File: src/rtl/dipsy_spi_mux_if.sv
// Host/socket signal bundle for dipsy_spi_mux: FTDI MPSSE side plus NUM_SOCK DIPSY sockets.
interface dipsy_spi_mux_if #(
  parameter int NUM_SOCK = 4,
  parameter int SEL_W    = 2
);
  logic                host_sck;
  logic                host_mosi;
  logic                host_miso;
  logic                host_ss;
  logic                host_creset;
  logic                host_done;
  logic [SEL_W-1:0]    host_sel;
  logic [NUM_SOCK-1:0] dipsy_sck;
  logic [NUM_SOCK-1:0] dipsy_mosi;
  logic [NUM_SOCK-1:0] dipsy_ss;
  logic [NUM_SOCK-1:0] dipsy_reset;
  logic [NUM_SOCK-1:0] dipsy_miso;
  logic [NUM_SOCK-1:0] dipsy_done;

  modport master (
    output host_sck, host_mosi, host_ss, host_creset, host_sel, dipsy_miso, dipsy_done,
    input  host_miso, host_done, dipsy_sck, dipsy_mosi, dipsy_ss, dipsy_reset
  );

  modport slave (
    input  host_sck, host_mosi, host_ss, host_creset, host_sel, dipsy_miso, dipsy_done,
    output host_miso, host_done, dipsy_sck, dipsy_mosi, dipsy_ss, dipsy_reset
  );
endinterface

File: src/rtl/dipsy_spi_mux.sv
// Routes FTDI MPSSE SPI/CRESET to one of NUM_SOCK DIPSY sockets, selected per frame.
// Optional macro DIPSY_ACT_LED_EN: led_g becomes a per-byte activity stretch instead of ACTIVE.
module dipsy_spi_mux #(
  parameter int NUM_SOCK  = 4,
  parameter int SEL_W     = 2,
  parameter int LED_CNT_W = 22
) (
  input  logic           clk,
  input  logic           resetn,
  dipsy_spi_mux_if.slave bus,
  output logic [15:0]    byte_cnt,
  output logic           sel_err,
  output logic           led_r,
  output logic           led_g,
  output logic           led_b
);
  typedef enum logic [1:0] {IDLE, ACTIVE, REJECT} state_e;

  localparam int          HW      = SEL_W + 4;
  localparam int          DW      = 2 ** SEL_W;
  localparam int unsigned NSOCK_U = NUM_SOCK;
  // packed as {sel, creset, ss, mosi, sck}
  localparam logic [HW-1:0] HOST_IDLE = {{SEL_W{1'b0}}, 4'b1100};

  logic [HW-1:0]       host_s1_q, host_s2_q;
  logic                sck_prev_q, ss_prev_q;
  logic [NUM_SOCK-1:0] miso_s1_q, miso_s2_q, done_s1_q, done_s2_q;
  logic [DW-1:0]       miso_ext, done_ext;

  state_e              state_q, state_d;
  logic [SEL_W-1:0]    cur_sel_q, cur_sel_d;
  logic [2:0]          bit_q, bit_d;
  logic [15:0]         byte_q, byte_d;
  logic                err_q, err_d;
  logic                byte_evt;

  logic [NUM_SOCK-1:0] ss_q, ss_d, sck_q, sck_d, mosi_q, mosi_d, rst_q, rst_d;
  logic                miso_q, miso_d, done_q, done_d;
  logic                r_q, r_d, g_q, g_d, b_q, b_d;

  logic                s_sck, s_mosi, s_ss, s_creset;
  logic [SEL_W-1:0]    s_sel;
  logic                sck_rise, ss_fall, ss_rise, sel_ok;

  assign {s_sel, s_creset, s_ss, s_mosi, s_sck} = host_s2_q;
  assign sck_rise = s_sck & ~sck_prev_q;
  assign ss_fall  = ~s_ss & ss_prev_q;
  assign ss_rise  = s_ss & ~ss_prev_q;
  assign sel_ok   = 32'(s_sel) < NSOCK_U;
  assign miso_ext = DW'(miso_s2_q);
  assign done_ext = DW'(done_s2_q);

  always_comb begin
    state_d   = state_q;
    cur_sel_d = cur_sel_q;
    bit_d     = bit_q;
    byte_d    = byte_q;
    err_d     = err_q;
    byte_evt  = 1'b0;
    unique case (state_q)
      IDLE: begin
        if (ss_fall) begin
          cur_sel_d = s_sel;
          byte_d    = '0;
          err_d     = ~sel_ok;
          bit_d     = '0;
          if (sel_ok) begin
            state_d = ACTIVE;
            // an SCK rise coinciding with frame start is bit 0 of the frame
            if (sck_rise) bit_d = 3'd1;
          end else begin
            state_d = REJECT;
          end
        end else if (sel_ok) begin
          cur_sel_d = s_sel;
        end
      end
      ACTIVE: begin
        if (s_sel != cur_sel_q) err_d = 1'b1;
        if (sck_rise) begin
          bit_d = bit_q + 3'd1;
          if (bit_q == 3'd7) begin
            byte_evt = 1'b1;
            if (byte_q != '1) byte_d = byte_q + 16'd1;
          end
        end
        if (ss_rise) state_d = IDLE;
      end
      REJECT: begin
        if (ss_rise) state_d = IDLE;
      end
      default: state_d = IDLE;
    endcase
  end

  // Outputs are derived from next-state values so the register stage adds just one clk.
  always_comb begin
    ss_d   = '1;
    sck_d  = '0;
    mosi_d = '0;
    rst_d  = '1;
    for (int unsigned i = 0; i < NSOCK_U; i++) begin
      if (32'(cur_sel_d) == i) begin
        rst_d[i] = s_creset;
        if (state_d == ACTIVE) begin
          ss_d[i]   = 1'b0;
          sck_d[i]  = s_sck;
          mosi_d[i] = s_mosi;
        end
      end
    end
    miso_d = (state_d == ACTIVE) ? miso_ext[cur_sel_d] : 1'b1;
    done_d = done_ext[cur_sel_d];
    r_d    = ~((state_d == IDLE) && !err_d);
    b_d    = ~((state_d == REJECT) || err_d);
  end

`ifdef DIPSY_ACT_LED_EN
  localparam logic [LED_CNT_W:0] LED_RELOAD = {1'b1, {LED_CNT_W{1'b0}}};
  logic [LED_CNT_W:0] led_cnt_q, led_cnt_d;

  always_comb begin
    led_cnt_d = led_cnt_q;
    if (byte_evt)
      led_cnt_d = LED_RELOAD;
    else if (led_cnt_q != '0)
      led_cnt_d = led_cnt_q - 1'b1;
  end

  assign g_d = (led_cnt_d == '0);

  always_ff @(posedge clk) begin
    if (!resetn) led_cnt_q <= '0;
    else         led_cnt_q <= led_cnt_d;
  end
`else
  assign g_d = (state_d != ACTIVE);
`endif

  always_ff @(posedge clk) begin
    if (!resetn) begin
      host_s1_q  <= HOST_IDLE;
      host_s2_q  <= HOST_IDLE;
      sck_prev_q <= 1'b0;
      ss_prev_q  <= 1'b1;
      miso_s1_q  <= '1;
      miso_s2_q  <= '1;
      done_s1_q  <= '0;
      done_s2_q  <= '0;
      state_q    <= IDLE;
      cur_sel_q  <= '0;
      bit_q      <= '0;
      byte_q     <= '0;
      err_q      <= 1'b0;
      ss_q       <= '1;
      sck_q      <= '0;
      mosi_q     <= '0;
      rst_q      <= '1;
      miso_q     <= 1'b1;
      done_q     <= 1'b0;
      r_q        <= 1'b0;
      g_q        <= 1'b1;
      b_q        <= 1'b1;
    end else begin
      host_s1_q  <= {bus.host_sel, bus.host_creset, bus.host_ss, bus.host_mosi, bus.host_sck};
      host_s2_q  <= host_s1_q;
      sck_prev_q <= s_sck;
      ss_prev_q  <= s_ss;
      miso_s1_q  <= bus.dipsy_miso;
      miso_s2_q  <= miso_s1_q;
      done_s1_q  <= bus.dipsy_done;
      done_s2_q  <= done_s1_q;
      state_q    <= state_d;
      cur_sel_q  <= cur_sel_d;
      bit_q      <= bit_d;
      byte_q     <= byte_d;
      err_q      <= err_d;
      ss_q       <= ss_d;
      sck_q      <= sck_d;
      mosi_q     <= mosi_d;
      rst_q      <= rst_d;
      miso_q     <= miso_d;
      done_q     <= done_d;
      r_q        <= r_d;
      g_q        <= g_d;
      b_q        <= b_d;
    end
  end

  assign bus.dipsy_ss    = ss_q;
  assign bus.dipsy_sck   = sck_q;
  assign bus.dipsy_mosi  = mosi_q;
  assign bus.dipsy_reset = rst_q;
  assign bus.host_miso   = miso_q;
  assign bus.host_done   = done_q;
  assign byte_cnt        = byte_q;
  assign sel_err         = err_q;
  assign led_r           = r_q;
  assign led_g           = g_q;
  assign led_b           = b_q;
endmodule

File: src/flat_wrapper.sv
// flat-port wrapper written by rule: the top's interface ports become plain ports
module dipsy_spi_mux_flat 
#(
  parameter int NUM_SOCK  = 4,
  parameter int SEL_W     = 2,
  parameter int LED_CNT_W = 22
)
  (clk, resetn, byte_cnt, sel_err, led_r, led_g, led_b, bus_host_sck, bus_host_mosi, bus_host_ss, bus_host_creset, bus_host_sel, bus_dipsy_miso, bus_dipsy_done, bus_host_miso, bus_host_done, bus_dipsy_sck, bus_dipsy_mosi, bus_dipsy_ss, bus_dipsy_reset);
  dipsy_spi_mux_if #(.NUM_SOCK(NUM_SOCK), .SEL_W(SEL_W)) bus_i ();
  input  logic clk;
  input  logic resetn;
  output logic [15:0] byte_cnt;
  output logic sel_err;
  output logic led_r;
  output logic led_g;
  output logic led_b;
  input wire logic [$bits(bus_i.host_sck)-1:0] bus_host_sck;
  input wire logic [$bits(bus_i.host_mosi)-1:0] bus_host_mosi;
  input wire logic [$bits(bus_i.host_ss)-1:0] bus_host_ss;
  input wire logic [$bits(bus_i.host_creset)-1:0] bus_host_creset;
  input wire logic [$bits(bus_i.host_sel)-1:0] bus_host_sel;
  input wire logic [$bits(bus_i.dipsy_miso)-1:0] bus_dipsy_miso;
  input wire logic [$bits(bus_i.dipsy_done)-1:0] bus_dipsy_done;
  output wire logic [$bits(bus_i.host_miso)-1:0] bus_host_miso;
  output wire logic [$bits(bus_i.host_done)-1:0] bus_host_done;
  output wire logic [$bits(bus_i.dipsy_sck)-1:0] bus_dipsy_sck;
  output wire logic [$bits(bus_i.dipsy_mosi)-1:0] bus_dipsy_mosi;
  output wire logic [$bits(bus_i.dipsy_ss)-1:0] bus_dipsy_ss;
  output wire logic [$bits(bus_i.dipsy_reset)-1:0] bus_dipsy_reset;
  assign bus_i.host_sck = bus_host_sck;
  assign bus_i.host_mosi = bus_host_mosi;
  assign bus_i.host_ss = bus_host_ss;
  assign bus_i.host_creset = bus_host_creset;
  assign bus_i.host_sel = bus_host_sel;
  assign bus_i.dipsy_miso = bus_dipsy_miso;
  assign bus_i.dipsy_done = bus_dipsy_done;
  assign bus_host_miso = bus_i.host_miso;
  assign bus_host_done = bus_i.host_done;
  assign bus_dipsy_sck = bus_i.dipsy_sck;
  assign bus_dipsy_mosi = bus_i.dipsy_mosi;
  assign bus_dipsy_ss = bus_i.dipsy_ss;
  assign bus_dipsy_reset = bus_i.dipsy_reset;
  dipsy_spi_mux #(.NUM_SOCK(NUM_SOCK), .SEL_W(SEL_W), .LED_CNT_W(LED_CNT_W)) u_core (.clk(clk), .resetn(resetn), .bus(bus_i), .byte_cnt(byte_cnt), .sel_err(sel_err), .led_r(led_r), .led_g(led_g), .led_b(led_b));
endmodule
File: config.mk
export PLATFORM = sky130hd
export DESIGN_NAME = dipsy_spi_mux_flat
export DESIGN_NICKNAME = d
export VERILOG_FILES = /design/src/rtl/dipsy_spi_mux_if.sv /design/src/rtl/dipsy_spi_mux.sv /design/src/flat_wrapper.sv
export SDC_FILE = /design/constraint.sdc
export NUM_CORES = 1
export LEC_CHECK = 0
export ABC_AREA = 0
export ABC_CLOCK_PERIOD_IN_PS = 2800
export BUFFER_PORTS_ARGS = -buffer_cell sky130_fd_sc_hd__buf_2
export CORE_MARGIN = 10
export CORE_UTILIZATION = 35
export CTS_BUF_LIST = sky130_fd_sc_hd__clkbuf_8
export CTS_CLUSTER_DIAMETER = 200
export DETAILED_ROUTE_END_ITERATION = 16
export HOLD_SLACK_MARGIN = 0.15
export PLACE_DENSITY = 0.59
export REMOVE_ABC_BUFFERS = 1
export SLEW_MARGIN = 40
export SYNTH_ARGS = -nofsm -noshare
export SYNTH_HDL_FRONTEND = slang
export SYNTH_SLANG_ARGS = --single-unit
File: constraint.sdc
create_clock -name clk -period 2.8 [get_ports clk]
set_clock_uncertainty 0.2 [all_clocks]
set_input_delay 0.28 -clock clk [delete_from_list [all_inputs] [get_ports clk]]
set_output_delay 0.28 -clock clk [all_outputs]
set_load 0.02 [all_outputs]
Word-level counts from Yosys, hierarchy flattened
Cells that the tools add are included.
Widths: inputs -> output; s select.
{"block": "totals", "register_bits": 75, "latchBits": 0, "ramBits": 0, "mem_bits_ro": 0, "inputBits": 16, "output_inout_bits": 38, "wordCells": 98, "mem_count": 0}
{"block": "op_classes", "add_sub_neg": 2, "mul": 0, "div": 0, "magnitude_cmp": 1, "eq_ne": 15, "shift": 0, "mux": 23, "n_bitwise": 8, "reduce_logical": 15}
{"op": "$mux 16", "count": 4}
{"op": "$pmux 16 s2", "count": 1}
{"op": "$add 16x1->16 const B", "count": 1}
{"op": "$ne 16x16->1 const B", "count": 1}
{"op": "$ne 2x1->1 const B", "count": 5}
{"op": "$reduce_and 2->1", "count": 5}
{"op": "$eq 2x2->1 const B", "count": 4}
{"op": "$mux 1", "count": 8}
{"op": "$eq 2x1->1 const B", "count": 3}
{"op": "$logic_not 2->1", "count": 3}
{"op": "$mux 2", "count": 3}
{"op": "$mux 3", "count": 2}
{"op": "$pmux 3 s2", "count": 1}
{"op": "$not 1->1", "count": 5}
{"op": "$reduce_and 5->1", "count": 1}
{"op": "$bmux 1 s2", "count": 2}
{"op": "$pmux 2 s2", "count": 1}
{"op": "$add 3x1->3 const B", "count": 1}
{"op": "$and 1x1->1", "count": 3}
{"op": "$eq 3x3->1 const B", "count": 1}
{"op": "$lt 2x3->1 const B", "count": 1}
{"op": "$reduce_and 3->1", "count": 1}
{"op": "$ne 2x2->1", "count": 1}
{"op": "$pmux 1 s2", "count": 1}
{"op": "5 further kinds", "count": 5}

Logic depth before layout (Yosys ltp)
{"block": "logic_depth", "word_depth": 7, "mapped_depth": 8, "mapped_depth_nobuf": 6}

Least setup slack after synthesis
Ideal clock, no wire load.
{"block": "synth_path", "path_kind": "register -> register", "startpoint": "register u_core.byte_q[0], in the netlist u_core.byte_cnt[0]", "endpoint": "register u_core.byte_q[6], in the netlist u_core.byte_cnt[6]", "setup_time_ns": 0.122, "arrival_ns": 2.014, "required_ns": 2.478, "path_slack_ns": 0.464, "path_stages_with_launch": 7, "path_buffers": 1, "period_less_slack_ns": 2.336, "cell_sequence": "dfxtp_1 ha_1 nand3_1 or4_4 and3_1 clkbuf_1 a221o_1"}
{"block": "synth_via", "elab_chain_cells": 5, "elab_cells_between_ends": 8, "cone_classes": "add/sub (1); eq/ne (2); mux (4); reduce/logical (1)"}
{"element": "start, declared", "line": "dipsy_spi_mux.sv:33", "source": "logic [15:0] byte_q, byte_d;"}
{"element": "start signal, assigned", "line": "dipsy_spi_mux.sv:176", "source": "byte_q <= byte_d;"}
{"element": "$add 16x1->16", "line": "dipsy_spi_mux.sv:84", "source": "if (byte_q != '1) byte_d = byte_q + 16'd1;"}
{"element": "$mux 16", "line": "dipsy_spi_mux.sv:84"}
{"element": "$mux 16", "line": "dipsy_spi_mux.sv:82", "source": "if (bit_q == 3'd7) begin"}
{"element": "$mux 16", "line": "dipsy_spi_mux.sv:80", "source": "if (sck_rise) begin"}
{"element": "$pmux 16 s2", "line": "dipsy_spi_mux.sv:60", "source": "unique case (state_q)"}
Several ways; a longest one is shown, not always the timed one. The select of a mux whose other input is x is not followed.
A chain may end at the register's enable or synchronous reset.

Final worst setup path
{"block": "layout_path", "startpoint": "register u_core.byte_q[0], in the netlist u_core.byte_cnt[0]", "endpoint": "register u_core.byte_q[5], in the netlist u_core.byte_cnt[5]"}
The elaborated chain is that of the path after synthesis.

==> results.cfg <==
[outcome]
outcome = finished, final reports clean

[drt]
num_vias = 2471
detail_route.vias_per_cell = 5.053
antenna_violating_nets_post_route = 0
post_drt_wl_per_cell_um = 14.22
detail_route.iter0.violations = 118
drc_errors = 0
drt_pass1_iterations = 4
routed_wl_um = 6952

[timing]
post-route-min-period_ns = 2.407
hold_viol_final = 0
worstMarginPinSlew_ns = 0.6839
fmax_mhz = 415.4
timing_max_transition_violations_final = 0
accumulated_negative_setup_slack_ns = 0
max-slew-margin-rel = 0.5399
final_min_period_over_clock_period = 0.8597
unrepaired_setup_endpoints_after_global_routing = false
setup_viol_count_final = 0

[grt]
grt_pass1_wl_um = 11750
vias_in_the_first_global_route = 2391
groute.usage.overall = 0.1118
grt_start_max_net_pins = 48
antenna_found_initial = 0
overflow = 0

[worst_setup_path]
worstPathMaxFanout = 12
reg2reg_from = u_core.byte_cnt[0]
reg2reg_setup_slack_ns = 0.39
cp-start-kind = flip-flop
class_of_the_most_critical_setup_path = flip-flop to flip-flop
critPathRequiredTime_ns = 2.90
critPathCaptureType = flip-flop
arrival_ns = 2.51
worstReg2RegEnd = u_core.byte_cnt[5]
timing.reg2reg.worst_path_depth = 5

[layout]
num_antenna_cells = 0
postLayoutCoreUtil = 0.4493
fillerInstances = 822
layout-drive-gt1-share = 0.2344
finalInstanceArea_um2 = 3729
total_area_of_multi_input_combinational_cells_um2 = 1414
layout-area-overhead-vs-synth_pct = 23.34
finish.cell_count_without_fillers = 489
regArea_um2 = 1501
finish.net_count = 401

[run]
timing.max_cap.violations = 0

[power_and_ir_drop]
finalPower_w = 0.002023
peakVddDrop_v = 0.0003202
p_per_area_nw_per_um2 = 542.5
power.static_leakage_nw = 1.559

[synthesis]
synth_seq_area_share = 0.4967
postSynth.topFlopCell = dfxtp_1
post_synth.cell_area_avg_um2 = 9.783
ys_async_sr_fraction = 0
synth_cell_types = 51
ys_top_cells_by_count = dfxtp_1, nand2_1, and2_1, nand2b_1, nand3_1
ys.warnings.count = 0
yosysMostFrequentCell = dfxtp_1
synth.top_cell.area_share = 0.4967
area_of_the_mapped_netlist_um2 = 3023
edff_count_synth = 0
yosys_register_bits = 75
synth_cells = 309
yosys-top-cells-area = dfxtp_1, and2_1, nand2b_1, nand2_1, ha_1
library_cell_occupying_the_most_area_in_the_post_synthesis_netlist = dfxtp_1

[worst_hold_path]
min_delay_path_depth = 3
hold_path.class = input port to flip-flop
timing.hold.worst.start = resetn
hold_end = u_core.bit_q[0]

[die]
floorplan.initialDensity = 0.3642
floorplan.core_area_um2 = 8299
boundary_pins = 54
dieWidth_um = 112.9
rows = 33
total_die_area_um2 = 12750
fp.dieH_um = 112.9

[placed_design]
port-buffer-count = 53
place_hpwl_um = 4945
dpl_cell_area_um2 = 3406
place.detailed.instances = 459
place_congestion = 0.8104

[clocking]
tritoncts = done
tritoncts.num_buffers = 9
clkSlewWorstSetupHoldPaths_ns = 0.09
cts_num_sinks = 75
clock-root-buffer = clkbuf_8
clock_latency_on_the_worst_skew_pair_ns = 0.36
cts.path.max_buffers = 2
post_cts_resized = 0
htree_levels = 3
[critical path, cell delays in order (launching register included)]
cell and delay (ns):
dfxtp_1 0.42, ha_1 0.28, nand3_1 0.14, or4_4 0.64
a211oi_2 0.46, a221o_1 0.23
[per-stage QoR]
step / hold slack, ns / setup slack, ns
2_1_floorplan: 0.1530 / 0.2254
3_3_place_gp: 0.1922 / 0.4904
3_5_place_dp: 0.1917 / 0.4288
4_1_cts: 0.1809 / 0.4122
5_1_grt: 0.2126 / 0.2652
6_report: 0.1795 / 0.3929
[registers in the layout, summed over array words and instances, names as in the netlist, 4 cells and up]
| name | flops |
|---|---|
| u_core.byte_cnt | 16 |
| u_core.miso_s1_q | 4 |
| u_core.done_s1_q | 4 |
| u_core.bus.dipsy_reset | 4 |
| u_core.bus.dipsy_sck | 4 |
| u_core.bus.dipsy_ss | 4 |
| u_core.host_s2_q | 6 |
| u_core.host_s1_q | 6 |
| u_core.miso_ext | 4 |
| u_core.bus.dipsy_mosi | 4 |
| u_core.done_ext | 4 |
[cells by family after synthesis]
group,synth area share
AND/OR/NAND/NOR,0.2723
flip-flops,0.4967
AO/OA/AOI/OAI,0.1374
buffers and inverters,0.03559
multiplexers,0.02732
adder cells (fa/ha/maj),0.02483
XOR/XNOR,0.005796
[cells in the final DEF (no fill, tap or decap), types with 4 or more instances in the layout]
cell | Yosys | final
dfxtp_1 | 75 | 75
buf_2 | 3 | 53
nand2_1 | 22 | 22
nand2b_1 | 20 | 20
and2_1 | 20 | 20
dlygate4sd3_1 | 0 | 14
nand3_1 | 13 | 13
nor2_1 | 11 | 11
nor3_1 | 11 | 11
and3_1 | 9 | 9
clkbuf_8 | 0 | 9
inv_1 | 8 | 8
o21ai_0 | 8 | 8
buf_4 | 0 | 8
a21oi_1 | 7 | 7
nand4_1 | 7 | 7
mux2i_1 | 6 | 6
nor4_1 | 6 | 6
a221o_1 | 6 | 6
ha_1 | 6 | 6
a31oi_1 | 5 | 5
nor2b_1 | 4 | 4
or2_2 | 4 | 4
and4_1 | 4 | 4
[how the worst max path moves through the flow]
| stage | end | from |
|---|---|---|
| final | u_core.byte_cnt[5] | u_core.byte_cnt[0] |
| after global routing | u_core.byte_cnt[5] | u_core.byte_cnt[0] |
| after CTS | u_core.byte_cnt[13] | u_core.byte_cnt[0] |
| after detailed placement | u_core.byte_cnt[13] | u_core.byte_cnt[0] |
| after global placement | u_core.byte_cnt[13] | u_core.byte_cnt[0] |
| after floorplan | u_core.bus.host_done | u_core.state_q[0] |
[final cells by class]
cell class	instances	share of cell area
clock buffers	9	0.03322
well taps	105	0.03523
multi-input cells	209	0.3792
inverters	9	0.009060
clock inverters	7	0.01577
repair buffers	75	0.1248
flip-flops and latches	75	0.4027
[routing by layer]
metal  GRT usage  vias to the layer above  wire length (um)
met3     0.02536                       15               299
met1      0.1419                     1155              3160
met4     0.06514                        0               157
met5           0                        -                 0
li1            -                     1251                 -
met2      0.1694                       50              3334
[where the power goes]
group | total (W) | switching (W) | internal [W]
sequential | 0.00110 | 0.00000963 | 0.00109
clock | 0.000781 | 0.000444 | 0.000337
combinational | 0.000140 | 0.0000764 | 0.0000633
[repair_timing]
| item | 4_1_cts | 5_1_grt |
|---|---|---|
| setup buffers | 0 | 0 |
| hold endpoints to repair | 14 | 0 |
| hold buffers | 14 | 0 |
Power figures use the tool's default switching activity.
